===== config.mk =====
export PLATFORM = sky130hd
export DESIGN_NAME = load_store_unit
export DESIGN_NICKNAME = d
export VERILOG_FILES = /design/src/rtl/load_store_unit.sv
export SDC_FILE = /design/constraint.sdc
export NUM_CORES = 1
export LEC_CHECK = 0
export ABC_AREA = 1
export ABC_CLOCK_PERIOD_IN_PS = 7450
export CAP_MARGIN = 20
export CORE_MARGIN = 10
export CORE_UTILIZATION = 44
export DETAILED_ROUTE_END_ITERATION = 12
export PLACE_DENSITY_LB_ADDON = 0.08
export SKIP_LAST_GASP = 1
export SLEW_MARGIN = 10
export SYNTH_ARGS = -nofsm -noshare
export SYNTH_HDL_FRONTEND = slang
export SYNTH_SLANG_ARGS = --single-unit

===== constraint.sdc =====
create_clock -name clk -period 7.45 [get_ports clk]
set_input_delay 1.8625 -clock clk [delete_from_list [all_inputs] [get_ports clk]]
set_output_delay 1.8625 -clock clk [all_outputs]
set_load 0.01 [all_outputs]

===== src/rtl/load_store_unit.sv =====
// Single-outstanding RISC-V load/store unit in front of a 64-bit doubleword data port.
// Sub-doubleword stores are performed as read-modify-write of the containing doubleword.
module load_store_unit #(
   parameter int ADDR_WIDTH     = 64,
   parameter int DATA_WIDTH     = 64,
   parameter int TIMEOUT_CYCLES = 16
) (
   input  logic                  clk,
   input  logic                  rst,
   input  logic                  req_valid,
   output logic                  req_ready,
   input  logic                  req_is_store,
   input  logic [2:0]            req_funct3,
   input  logic [ADDR_WIDTH-1:0] req_addr,
   input  logic [DATA_WIDTH-1:0] req_wdata,
   input  logic [4:0]            req_rd,
   output logic                  resp_valid,
   output logic [DATA_WIDTH-1:0] resp_rdata,
   output logic [4:0]            resp_rd,
   output logic [1:0]            resp_err,
   output logic [ADDR_WIDTH-1:0] dmem_addr,
   output logic [DATA_WIDTH-1:0] dmem_write_data,
   output logic                  dmem_read,
   output logic                  dmem_write,
   input  logic [DATA_WIDTH-1:0] dmem_read_data,
   input  logic                  dmem_ready
);

   localparam int CNT_W = $clog2(TIMEOUT_CYCLES + 1);
   localparam logic [CNT_W-1:0] TMO_LAST = CNT_W'(TIMEOUT_CYCLES - 1);

   localparam logic [1:0] ERR_OK       = 2'b00;
   localparam logic [1:0] ERR_MISALIGN = 2'b01;
   localparam logic [1:0] ERR_TIMEOUT  = 2'b10;
   localparam logic [1:0] ERR_ILLEGAL  = 2'b11;

   typedef enum logic [2:0] {
      IDLE,
      LOAD,
      STORE_RD,
      STORE_WR,
      RESP
   } state_t;

   state_t                  state_q;
   logic                    req_ready_q;
   logic                    resp_valid_q;
   logic                    dmem_read_q;
   logic                    dmem_write_q;
   logic [2:0]              funct3_q;
   logic [ADDR_WIDTH-1:0]   addr_q;
   logic [DATA_WIDTH-1:0]   data_q;
   logic [4:0]              rd_q;
   logic [DATA_WIDTH-1:0]   rdata_q;
   logic [1:0]              err_q;
   logic [CNT_W-1:0]        cnt_q;

   logic                    accept_d;
   logic                    illegal_d;
   logic                    misalign_d;
   logic                    timeout_d;
   logic [DATA_WIDTH-1:0]   load_data_d;
   logic [DATA_WIDTH-1:0]   merge_data_d;

   // Shift the addressed bytes down to bit 0 and extend according to funct3.
   function automatic logic [DATA_WIDTH-1:0] extract_load(
      input logic [DATA_WIDTH-1:0] dw,
      input logic [2:0]            off,
      input logic [2:0]            f3
   );
      logic [DATA_WIDTH-1:0] sh;
      sh = dw >> {off, 3'b000};
      case (f3)
         3'b000:  extract_load = {{(DATA_WIDTH-8){sh[7]}}, sh[7:0]};
         3'b001:  extract_load = {{(DATA_WIDTH-16){sh[15]}}, sh[15:0]};
         3'b010:  extract_load = {{(DATA_WIDTH-32){sh[31]}}, sh[31:0]};
         3'b100:  extract_load = {{(DATA_WIDTH-8){1'b0}}, sh[7:0]};
         3'b101:  extract_load = {{(DATA_WIDTH-16){1'b0}}, sh[15:0]};
         3'b110:  extract_load = {{(DATA_WIDTH-32){1'b0}}, sh[31:0]};
         default: extract_load = sh;
      endcase
   endfunction

   // Replace the addressed lanes of the old doubleword with the low bytes of the store data.
   function automatic logic [DATA_WIDTH-1:0] merge_store(
      input logic [DATA_WIDTH-1:0] dw,
      input logic [DATA_WIDTH-1:0] wd,
      input logic [2:0]            off,
      input logic [1:0]            sz
   );
      logic [DATA_WIDTH-1:0] mask;
      case (sz)
         2'b00:   mask = DATA_WIDTH'(8'hFF);
         2'b01:   mask = DATA_WIDTH'(16'hFFFF);
         2'b10:   mask = DATA_WIDTH'(32'hFFFF_FFFF);
         default: mask = '1;
      endcase
      mask = mask << {off, 3'b000};
      merge_store = (dw & ~mask) | ((wd << {off, 3'b000}) & mask);
   endfunction

   assign accept_d  = req_valid && req_ready_q;
   assign illegal_d = req_is_store ? req_funct3[2] : (req_funct3 == 3'b111);
   assign timeout_d = (cnt_q == TMO_LAST);

   always_comb begin
      misalign_d = 1'b0;
      case (req_funct3[1:0])
         2'b01:   misalign_d = req_addr[0];
         2'b10:   misalign_d = |req_addr[1:0];
         2'b11:   misalign_d = |req_addr[2:0];
         default: misalign_d = 1'b0;
      endcase
   end

   assign load_data_d  = extract_load(dmem_read_data, addr_q[2:0], funct3_q);
   assign merge_data_d = merge_store(dmem_read_data, data_q, addr_q[2:0], funct3_q[1:0]);

   always_ff @(posedge clk or posedge rst) begin
      if (rst) begin
         state_q      <= IDLE;
         req_ready_q  <= 1'b1;
         resp_valid_q <= 1'b0;
         dmem_read_q  <= 1'b0;
         dmem_write_q <= 1'b0;
         funct3_q     <= '0;
         addr_q       <= '0;
         data_q       <= '0;
         rd_q         <= '0;
         rdata_q      <= '0;
         err_q        <= ERR_OK;
         cnt_q        <= '0;
      end else begin
         resp_valid_q <= 1'b0;
         case (state_q)
            IDLE: begin
               if (accept_d) begin
                  funct3_q    <= req_funct3;
                  addr_q      <= req_addr;
                  data_q      <= req_wdata;
                  rd_q        <= req_rd;
                  rdata_q     <= '0;
                  err_q       <= ERR_OK;
                  cnt_q       <= '0;
                  req_ready_q <= 1'b0;
                  // Illegal encodings win over misalignment; neither touches memory.
                  if (illegal_d) begin
                     err_q        <= ERR_ILLEGAL;
                     resp_valid_q <= 1'b1;
                     state_q      <= RESP;
                  end else if (misalign_d) begin
                     err_q        <= ERR_MISALIGN;
                     resp_valid_q <= 1'b1;
                     state_q      <= RESP;
                  end else if (!req_is_store) begin
                     dmem_read_q <= 1'b1;
                     state_q     <= LOAD;
                  end else if (req_funct3[1:0] == 2'b11) begin
                     dmem_write_q <= 1'b1;
                     state_q      <= STORE_WR;
                  end else begin
                     dmem_read_q <= 1'b1;
                     state_q     <= STORE_RD;
                  end
               end
            end
            LOAD: begin
               if (dmem_ready) begin
                  rdata_q      <= load_data_d;
                  dmem_read_q  <= 1'b0;
                  resp_valid_q <= 1'b1;
                  state_q      <= RESP;
               end else if (timeout_d) begin
                  err_q        <= ERR_TIMEOUT;
                  dmem_read_q  <= 1'b0;
                  resp_valid_q <= 1'b1;
                  state_q      <= RESP;
               end else begin
                  cnt_q <= cnt_q + 1'b1;
               end
            end
            STORE_RD: begin
               if (dmem_ready) begin
                  data_q       <= merge_data_d;
                  cnt_q        <= '0;
                  dmem_read_q  <= 1'b0;
                  dmem_write_q <= 1'b1;
                  state_q      <= STORE_WR;
               end else if (timeout_d) begin
                  err_q        <= ERR_TIMEOUT;
                  dmem_read_q  <= 1'b0;
                  resp_valid_q <= 1'b1;
                  state_q      <= RESP;
               end else begin
                  cnt_q <= cnt_q + 1'b1;
               end
            end
            STORE_WR: begin
               if (dmem_ready) begin
                  dmem_write_q <= 1'b0;
                  resp_valid_q <= 1'b1;
                  state_q      <= RESP;
               end else if (timeout_d) begin
                  err_q        <= ERR_TIMEOUT;
                  dmem_write_q <= 1'b0;
                  resp_valid_q <= 1'b1;
                  state_q      <= RESP;
               end else begin
                  cnt_q <= cnt_q + 1'b1;
               end
            end
            RESP: begin
               req_ready_q <= 1'b1;
               state_q     <= IDLE;
            end
            default: begin
               dmem_read_q  <= 1'b0;
               dmem_write_q <= 1'b0;
               req_ready_q  <= 1'b1;
               state_q      <= IDLE;
            end
         endcase
      end
   end

   assign req_ready       = req_ready_q;
   assign resp_valid      = resp_valid_q;
   assign resp_rdata      = rdata_q;
   assign resp_rd         = rd_q;
   assign resp_err        = err_q;
   assign dmem_addr       = {addr_q[ADDR_WIDTH-1:3], 3'b000};
   assign dmem_write_data = data_q;
   assign dmem_read       = dmem_read_q;
   assign dmem_write      = dmem_write_q;

endmodule


## Yosys cells after proc, flatten, opt, wreduce, memory -nomap -nowiden

Cells that the tools add are included.

| cells by class | value |
|---|---|
| $add $sub $neg | 1 |
| equality and inequality tests | 29 |
| shifts and indexed selects | 3 |
| muxes and demuxes | 54 |
| bitwise logic cells | 7 |
| reduce and logical (&&, ||, !) cells | 23 |

Operators by type and width:

| kind | count |
|---|---|
| one-hot mux 64 bit (6 select lines) | 1 |
| two-way mux 64 bit | 4 |
| one-hot mux 64 bit (2 select lines) | 2 |
| one-hot mux 64 bit (3 select lines) | 1 |
| AND 64 bit | 2 |
| << shifter 64 x 6 -> 64 bit | 2 |
| NOT 64 bit | 1 |
| bitwise OR 64 bit | 1 |
| >> shifter 64 x 6 -> 64 bit | 1 |
| two-way mux 1 bit | 23 |
| two-way mux 5 bit | 4 |
| two-way mux 3 bit | 6 |
| inequality test 2 bit (second input constant) | 9 |
| == test 3 bit (second input constant) | 5 |
| one-hot mux 5 bit (3 select lines) | 1 |
| two-way mux 2 bit | 5 |
| OR reduction 2 bit | 5 |
| == test 3 x 2 -> 1 bit (second input constant) | 3 |
| one-hot mux 1 bit (3 select lines) | 3 |
| one-hot mux 3 bit (3 select lines) | 1 |
| AND reduction 3 bit | 3 |
| AND reduction 8 bit | 1 |
| == test 2 bit (second input constant) | 3 |
| == test 3 x 1 -> 1 bit (second input constant) | 2 |
| other kinds (19) | 28 |

| storage, ports and cells | value |
|---|---|
| register bits after elaboration | 214 |
| bits of input ports | 205 |
| output and inout port bits | 203 |
| word-level logic and storage cells | 129 |

## Depth between registers and ports, before layout

Gate-level depths: netlist of run 1.

| depth | value |
|---|---|
| depth after elaboration | 8 |
| mapped depth | 14 |
| gate-level depth less buffers | 11 |

## Worst setup path before layout of run 1

No wires, ideal clock.

| path | value |
|---|---|
| kind | input to register |
| from | input req_valid |
| to | register cnt_q[1] |
| setup time | 121 ps |
| arrival | 2769 ps |
| required time | 7329 ps |
| setup slack | 4560 ps |
| cell stages on the path | 9 |
| path buffers | 0 |
| path through | nand2_1 -> inv_1 -> nor2_1 -> nor2_1 -> o21ai_0 -> nor2_1 -> or2_2 -> inv_1 -> nor2_1 |

| on the way | value |
|---|---|
| cells in the longest elaborated chain, start to end | 3 |

RTL lines:

| what | RTL line | source |
|---|---|---|
| start: declaration | 10 | `input logic req_valid,` |
| logical AND 1 bit | 102 | `assign accept_d = req_valid && req_ready_q;` |
| inequality test 2 bit (no source line) | - |  |
| AND reduction 3 bit (no source line) | - |  |
| end signal: assignment | 179 | `cnt_q <= cnt_q + 1'b1;` |
| end signal: assignment | 195 | `cnt_q <= cnt_q + 1'b1;` |
| end signal: assignment | 209 | `cnt_q <= cnt_q + 1'b1;` |
| end: declaration | 56 | `logic [CNT_W-1:0] cnt_q;` |

Every way passes these cells.
A chain may end at the register's enable or synchronous reset.

## Final worst setup path of run 1

| path | value |
|---|---|
| from | input dmem_ready |
| to | register rdata_q[15] (netlist: resp_rdata[15]) |

| on the way | value |
|---|---|
| cells in the longest elaborated chain, start to end | 2 |

RTL lines:

| what | RTL line | source |
|---|---|---|
| start: declaration | 26 | `input logic dmem_ready` |
| inequality test 2 bit (no source line) | - |  |
| AND reduction 3 bit (no source line) | - |  |
| end signal: assignment | 169 | `rdata_q <= load_data_d;` |
| end: declaration | 54 | `logic [DATA_WIDTH-1:0] rdata_q;` |

Every way passes these cells.

==> summary.md, run 1 <==
| Metric | Value |
|---|---|
| Status | `completed` |
| VDD IR max | `0.313 mV` |
| Cts repair resizes | `0` |
| HP Class | `reg -> reg` |
| Crit path kind | `in -> reg` |
| Top cell type's share of synthesized area | `38.7%` |
| 1st-iter DRT viols | `1745` |
| Clock sink total | `214` |
| Crit path max fanout | `64` |
| Tightest Pin Transition | `1.02 ns` |
| Buffers on Ports | `404` |
| Unique masters post-synth | `38` |
| Largest family of logic cells by synthesized area | `simple AND/OR/NAND/NOR gates` |
| H-tree levels | `1` |
| Crit path top cell by count | `nand2_1` |
| Final worst path period share | `58.2%` |
| TritonCTS clock tree | `yes` |
| Post-Synth XOR/XNOR Area | `0%` |
| Asr flop ratio synth | `100%` |
| Area growth syn-to-layout | `31.2%` |
| HPWL after detailed placement | `43.5 mm` |
| Delay-heaviest family, CP | `buffers and inverters` |
| Proportion of layout cells with a drive suffix above 1 | `3.63%` |
| Setup TNS | `0 ns` |
| Worst EP arrival | `4.76 ns` |
| Syn_area_per_cell | `6.57 µm²` |
| Post-synth top flop | `dfrtp_1` |
| GR Overflow Total | `0` |
| Setup crit end kind | `register` |
| PwrDens | `469 mW/mm²` |
| Clk_skew | `0.0205 ns` |
| Rows | `64` |
| IO Pins | `408` |
| Most common library cells after synthesis | `nand2_1 (914), dfrtp_1 (213), nor2_1 (141), nand3_1 (139), a21oi_1 (127)` |
| RSZ-0062 raised after global routing | `false` |
| Die X | `197 µm` |
| DR WL/cell | `21.3 µm` |
| Largest net degree at the start of global routing | `151` |
| Minimum clock period | `4.33 ns` |
| Clock Tree Buf Depth | `3` |
| Main area contributors after synthesis | `dfrtp_1 (39%), nand2_1 (25%), nand3_1 (5.0%)` |
| Pleak | `8.71 nW` |
| Leading area contributor after synthesis | `dfrtp_1` |
| Initial antenna violation count | `6` |
| Crit path max-delay cell type | `nor2_4` |
| Synth warn | `0` |
| Max cap viols | `0` |
| Final nets | `2554` |
| Worst hold slack | `0.469 ns` |
| Max-slew violations | `0` |
| Core Region | `0.0307 mm²` |
| Maximum clock rate | `231 MHz` |
| Slew margin rel. | `31.9%` |
| Root Buffer | `clkbuf_16` |
| Post-synthesis simple-gate area fraction | `35.6%` |
| Vias after detailed routing | `15200` |
| DR pass1 iterations | `9` |
| First-pass GRT wire length | `89.6 mm` |
| Worst-path cell chain | `clkdlybuf4s50_1 > inv_1 > nor2_4 > inv_1 > nand2_1 > inv_2 > nand2_1 > nand2_1` |
| Inserted Clock Buffers | `25` |
| Final antenna-violating net count | `0` |
| GPL Wtd Cong | `0.973` |
| Critical Path Source Type | `input pin` |
| Reg clk slew, reported paths | `0.06 ns` |
| Die area | `0.0388 mm²` |
| Final WL | `58.9 mm` |
| Place WS | `2.62 ns` |
| Finished Layout Cells | `2767` |
| Post-synth EDFFs | `0` |
| Initial Utilization | `44.8%` |
| CP max stage delay | `0.69 ns` |
| Placed instance count | `2717` |
| Mapped cell area | `0.0138 mm²` |
| Top-count cell post-synth | `nand2_1` |
| Die height | `197 µm` |
| DRC viols | `0` |
| Sequential area share after synthesis | `38.9%` |
| Synth Register Bits | `214` |
| Fin worst setup slack | `3.12 ns` |
| Mux cell area share after synthesis | `0%` |
| Vias in the first global route | `14900` |
| Worst path bufs/invs | `4` |
| Worst-Skew Late Latency | `0.55 ns` |
| Setup Buffers After CTS | `0` |
| Synthesized-area fraction occupied by adder cells | `0.0908%` |
| GRT Total Usage | `29.4%` |
| Endpoints failing setup | `0` |
| Vias per cell | `5.50` |
| Data required, critical path | `7.87 ns` |
| Hold buffers post-CTS | `0` |
| Post-Synthesis Cells | `2097` |
| Synth Area in Compound Gates | `14.2%` |
| Hold Violations, Final | `0` |
## cells by family (layout without fill, tap and decap cells)
group	Yosys count	in the layout
flops	214	214
other cells	1	7
simple gates	1226	1226
buf+inv	308	576
compound gates	347	347
fa+ha+maj	1	1
## worst register-to-register path: stages, from the launching register on
cell and delay, ns:
dfrtp_4 0.79, inv_4 0.59, nand2_4 0.20, nor2_2 0.78, inv_1 0.25, nand2_1 0.50, o21ai_0 0.19, nor2_1 0.22
o21ai_1 0.10
## path summary, 6_finish.rpt
| kind | from | to | slack [ns] | cells after the start |
|---|---|---|---|---|
| setup / recovery | dmem_ready | resp_rdata[15] | 3.12 | 8 |
| max in group asynchronous | rst | addr_q[0] | 4.85 | 3 |
| setup reg to reg | addr_q[0] | dmem_write_data[33] | 3.73 | 8 |
| hold reg to reg | addr_q[10] | addr_q[10] | 0.47 | 2 |
| min in group asynchronous | rst | resp_rdata[24] | 1.84 | 3 |
| hold / removal | addr_q[10] | addr_q[10] | 0.47 | 2 |
## flip-flops by register name, indices dropped and copies added (netlist names), 2 cells and up, named ones only
register,cells
cnt_q,5
addr_q,64
resp_rd,5
resp_err,2
resp_rdata,64
state_q,3
funct3_q,3
dmem_write_data,48
## layer usage
| layer | GRT usage (%) | wire length (µm) |
|---|---|---|
| met2 | 47.3 | 26700 |
| met1 | 36.7 | 23100 |
| met3 | 9.49 | 6940 |
| met5 | 0 | 32 |
| met4 | 9.46 | 2060 |
## per-stage QoR
stage / util (%) / power [mW] / cell area (µm²)
2_1_floorplan: - / 5.35 / 13800
3_3_place_gp: 56.3 / 7.20 / 17300
3_5_place_dp: 56.3 / 7.25 / 17300
4_1_cts: 58.8 / 8.46 / 18100
5_1_grt: 58.8 / 9.13 / 18100
6_report: 58.8 / 8.49 / 18100
## final cells by class
type	instances	area, µm²
Multi-Input combinational cell	1577	6890
Clock inverter	7	46.3
Antenna cell	4	10.0
Clock buffer	39	708
Inverter	115	438
Fill cell	3009	12700
Tap cell	396	495
Sequential cell	214	5360
Timing Repair Buffer	415	4140
## power by group
group          internal (mW)  total (mW)  leakage [nW]  switching, mW
combinational           1.93        5.07          5.65           3.14
sequential              1.71        2.25          2.70          0.541
clock                  0.653        1.17         0.359          0.515
total                   4.29        8.49          8.71           4.20
## placed cells by master, fill, tap and decap left out, types with 5 or more instances in the layout
cell and instances:
nor2_1 141, o31ai_1 6, nand2_2 6, dfrtp_1 210, clkdlybuf4s50_1 404, buf_4 10, clkbuf_16 25, clkbuf_1 11
inv_2 12, a22oi_1 13, nor3_1 5, o21a_1 8, a21oi_1 127, nand4_1 6, o21ai_0 121, nand3_1 139
o21ai_1 13, inv_1 101, nand2_1 913, o211ai_1 51
Note: power is estimated with default switching activity, not from simulation.
==> run 2, diff against run 1 <==
--- a/config.mk
+++ b/config.mk
@@ -6,7 +6,7 @@
 export NUM_CORES = 1
 export LEC_CHECK = 0
 export ABC_AREA = 1
-export ABC_CLOCK_PERIOD_IN_PS = 7450
+export ABC_CLOCK_PERIOD_IN_PS = 3700
 export CAP_MARGIN = 20
 export CORE_MARGIN = 10
 export CORE_UTILIZATION = 44
==> constraint.sdc (replaced) <==
create_clock -name clk -period 3.7 [get_ports clk]
set_input_delay 0.925 -clock clk [delete_from_list [all_inputs] [get_ports clk]]
set_output_delay 0.925 -clock clk [all_outputs]
set_load 0.01 [all_outputs]
==> summary.md, run 2 (synthesis gave the netlist of run 1 again) <==
| Metric | Value |
|---|---|
| Rows | `64 (unchanged)` |
| R2r endpoint | `dmem_write_data[39]` |
| Die area | `0.0388 mm² (unchanged)` |
| Vias per cell | `5.53 (+0.47%)` |
| Max cap viols | `0 (unchanged)` |
| TritonCTS clock tree | `yes` |
| Vias in the first global route | `15300 (+3.1%)` |
| RSZ-0062 raised after global routing | `false` |
| GPL Wtd Cong | `1.03 (+6.3%)` |
| HP Class | `reg -> reg` |
| First-pass GRT wire length | `90.4 mm (+0.89%)` |
| Endpoints failing setup | `0 (unchanged)` |
| Data required, critical path | `4.14 ns (-3.73 ns)` |
| Core Region | `0.0307 mm² (unchanged)` |
| Tightest Pin Transition | `0.979 ns (-0.0403 ns)` |
| Initial Utilization | `44.8% (unchanged)` |
| 1st-iter DRT viols | `1731 (-0.80%)` |
| Final Cell Area | `0.0184 mm² (+1.7%)` |
| R2R Setup Slk | `0.50 ns (-3.23 ns)` |
| Hold buffers post-CTS | `0 (unchanged)` |
| Minimum clock period | `3.20 ns` |
| PwrDens | `957 mW/mm² (+100%)` |
| Final worst path period share | `86.5%` |
| DR pass1 iterations | `6 (-3)` |
| Pleak | `8.88 nW (+2.0%)` |
| Setup crit end kind | `register` |
| DR WL/cell | `21.3 µm (+0.20%)` |
| DRC viols | `0 (unchanged)` |
| Inserted Clock Buffers | `25 (unchanged)` |
| GRT Total Usage | `29.7% (+0.27 points)` |
| Buffers on Ports | `404 (unchanged)` |
| Critical Path Source Type | `register` |
| Placed instance count | `2734 (+0.63%)` |
| Maximum clock rate | `312 MHz` |
| Worst Setup EP | `dmem_write_data[39]` |
| Finished Layout Cells | `2786 (+0.69%)` |
| Worst-Skew Late Latency | `0.55 ns (about the same)` |
| Cts repair resizes | `0 (unchanged)` |
| Clock Tree Buf Depth | `3 (unchanged)` |
| Final nets | `2571 (+0.67%)` |
| Max-slew violations | `0 (unchanged)` |
| Slew margin rel. | `34.7% (+2.8 points)` |
| Crit path kind | `reg -> reg` |
| Worst-path cell chain | `inv_4 > nand2_4 > nor2_2 > inv_1 > nand2_1 > o21ai_0 > nor2_1 > o21ai_1` |
| HPWL after detailed placement | `44.8 mm (+3.0%)` |
| Final WL | `59.4 mm (+0.89%)` |
| Status | `completed` |
| Worst hold slack | `0.468 ns (-0.00112 ns)` |
| GR Overflow Total | `0 (unchanged)` |
| PnR Total Power | `17.6 mW (+110%)` |
| Worst r2r src | `addr_q[0]` |
| Setup TNS | `0 ns (unchanged)` |
| Root Buffer | `clkbuf_16` |
| VDD IR max | `0.494 mV (+58%)` |
| Final antenna-violating net count | `0 (unchanged)` |
| CP max stage delay | `0.66 ns (-0.03 ns)` |
| Clk_skew | `0.0100 ns (-0.0104 ns)` |
| Reg clk slew, reported paths | `0.06 ns (about the same)` |
| H-tree levels | `1 (unchanged)` |
| IO Pins | `408 (unchanged)` |
| Die height | `197 µm (unchanged)` |
| Worst EP arrival | `3.64 ns (-1.12 ns)` |
| Clock sink total | `214 (unchanged)` |
| Proportion of layout cells with a drive suffix above 1 | `4.61% (+0.98 points)` |
| Worst R2R Path Depth | `8 (unchanged)` |
| Crit path max fanout | `46 (-28%)` |
| Most common cell after layout, fill and taps aside | `nand2_1` |
| Vias after detailed routing | `15400 (+1.2%)` |
| Hold Violations, Final | `0 (unchanged)` |
| Area growth syn-to-layout | `33.4%` |
| Initial antenna violation count | `6 (unchanged)` |
| DP Area | `0.0175 mm² (+0.95%)` |
| Crit path from | `addr_q[0]` |
| Die X | `197 µm (unchanged)` |
| Most frequent cells in the layout | `nand2_1 (913), clkdlybuf4s50_1 (404), dfrtp_1 (210)` |
| Setup Buffers After CTS | `0 (unchanged)` |
| Largest net degree at the start of global routing | `79 (-48%)` |
| Hold Crit Start | `addr_q[32]` |
| Crit path max-delay cell type | `dfrtp_4` |
-- run 2: cell count changes in the layout (fill, tap and decap cells not counted), sizes merged --
cell / before / now
buf: 11 / 28
bufinv: 0 / 3
clkbuf: 39 / 36
clkinv: 3 / 6
clkinvlp: 4 / 1
diode: 4 / 6
-- run 2: metal layers --
metal | vias to the layer above | wire length [µm] | share of wire, % | track usage, %
met1 | 7277 | 23400 | 39 | 37.2
met3 | 113 | 6540 | 11 | 7.89
li1 | 7187 | - | - | -
met4 | 2 | 2080 | 3.5 | 10.5
met5 | - | 9 | 0.015 | 0
met2 | 827 | 27400 | 46 | 48.3
-- run 2: area by class of cell --
| type | count | area, µm² |
|---|---|---|
| fillers | 2952 | 12400 |
| multi-input cells | 1577 | 6890 |
| flip-flops and latches | 214 | 5360 |
| repair buffers | 432 | 4300 |
| clock buffers | 36 | 737 |
| well taps | 396 | 495 |
| inverters | 115 | 438 |
| clock inverters | 10 | 148 |
| diodes | 6 | 15.0 |
-- run 2: worst min-delay path by stage --
stage	cells after the start	to
5_1_grt	2	addr_q[32]
4_1_cts	2	addr_q[52]
6_report	2	addr_q[32]
2_1_floorplan	2	addr_q[10]
3_5_place_dp	2	addr_q[32]
3_3_place_gp	2	addr_q[51]
-- run 2: metrics by stage --
stage          utilization [%]  worst slack (ns)
5_1_grt                   59.8             0.387
3_5_place_dp              56.9             0.533
3_3_place_gp              56.9             0.588
6_report                  59.8             0.500
4_1_cts                   59.8             0.614
2_1_floorplan                -          -0.00834
-- run 2: worst max-delay path, delay by kind of cell, from the launching register on --
kind	cells	cell delay (ns)
compound gates	2	0.30
simple gates	4	1.43
flops	1	0.66
buf+inv	2	0.71
-- run 2: where the power goes --
group / leakage [nW] / internal [mW] / total (mW) / switching (mW)
sequential: 2.70 / 3.45 / 4.37 / 0.923
combinational: 5.75 / 3.98 / 10.6 / 6.60
clock: 0.439 / 1.60 / 2.64 / 1.04
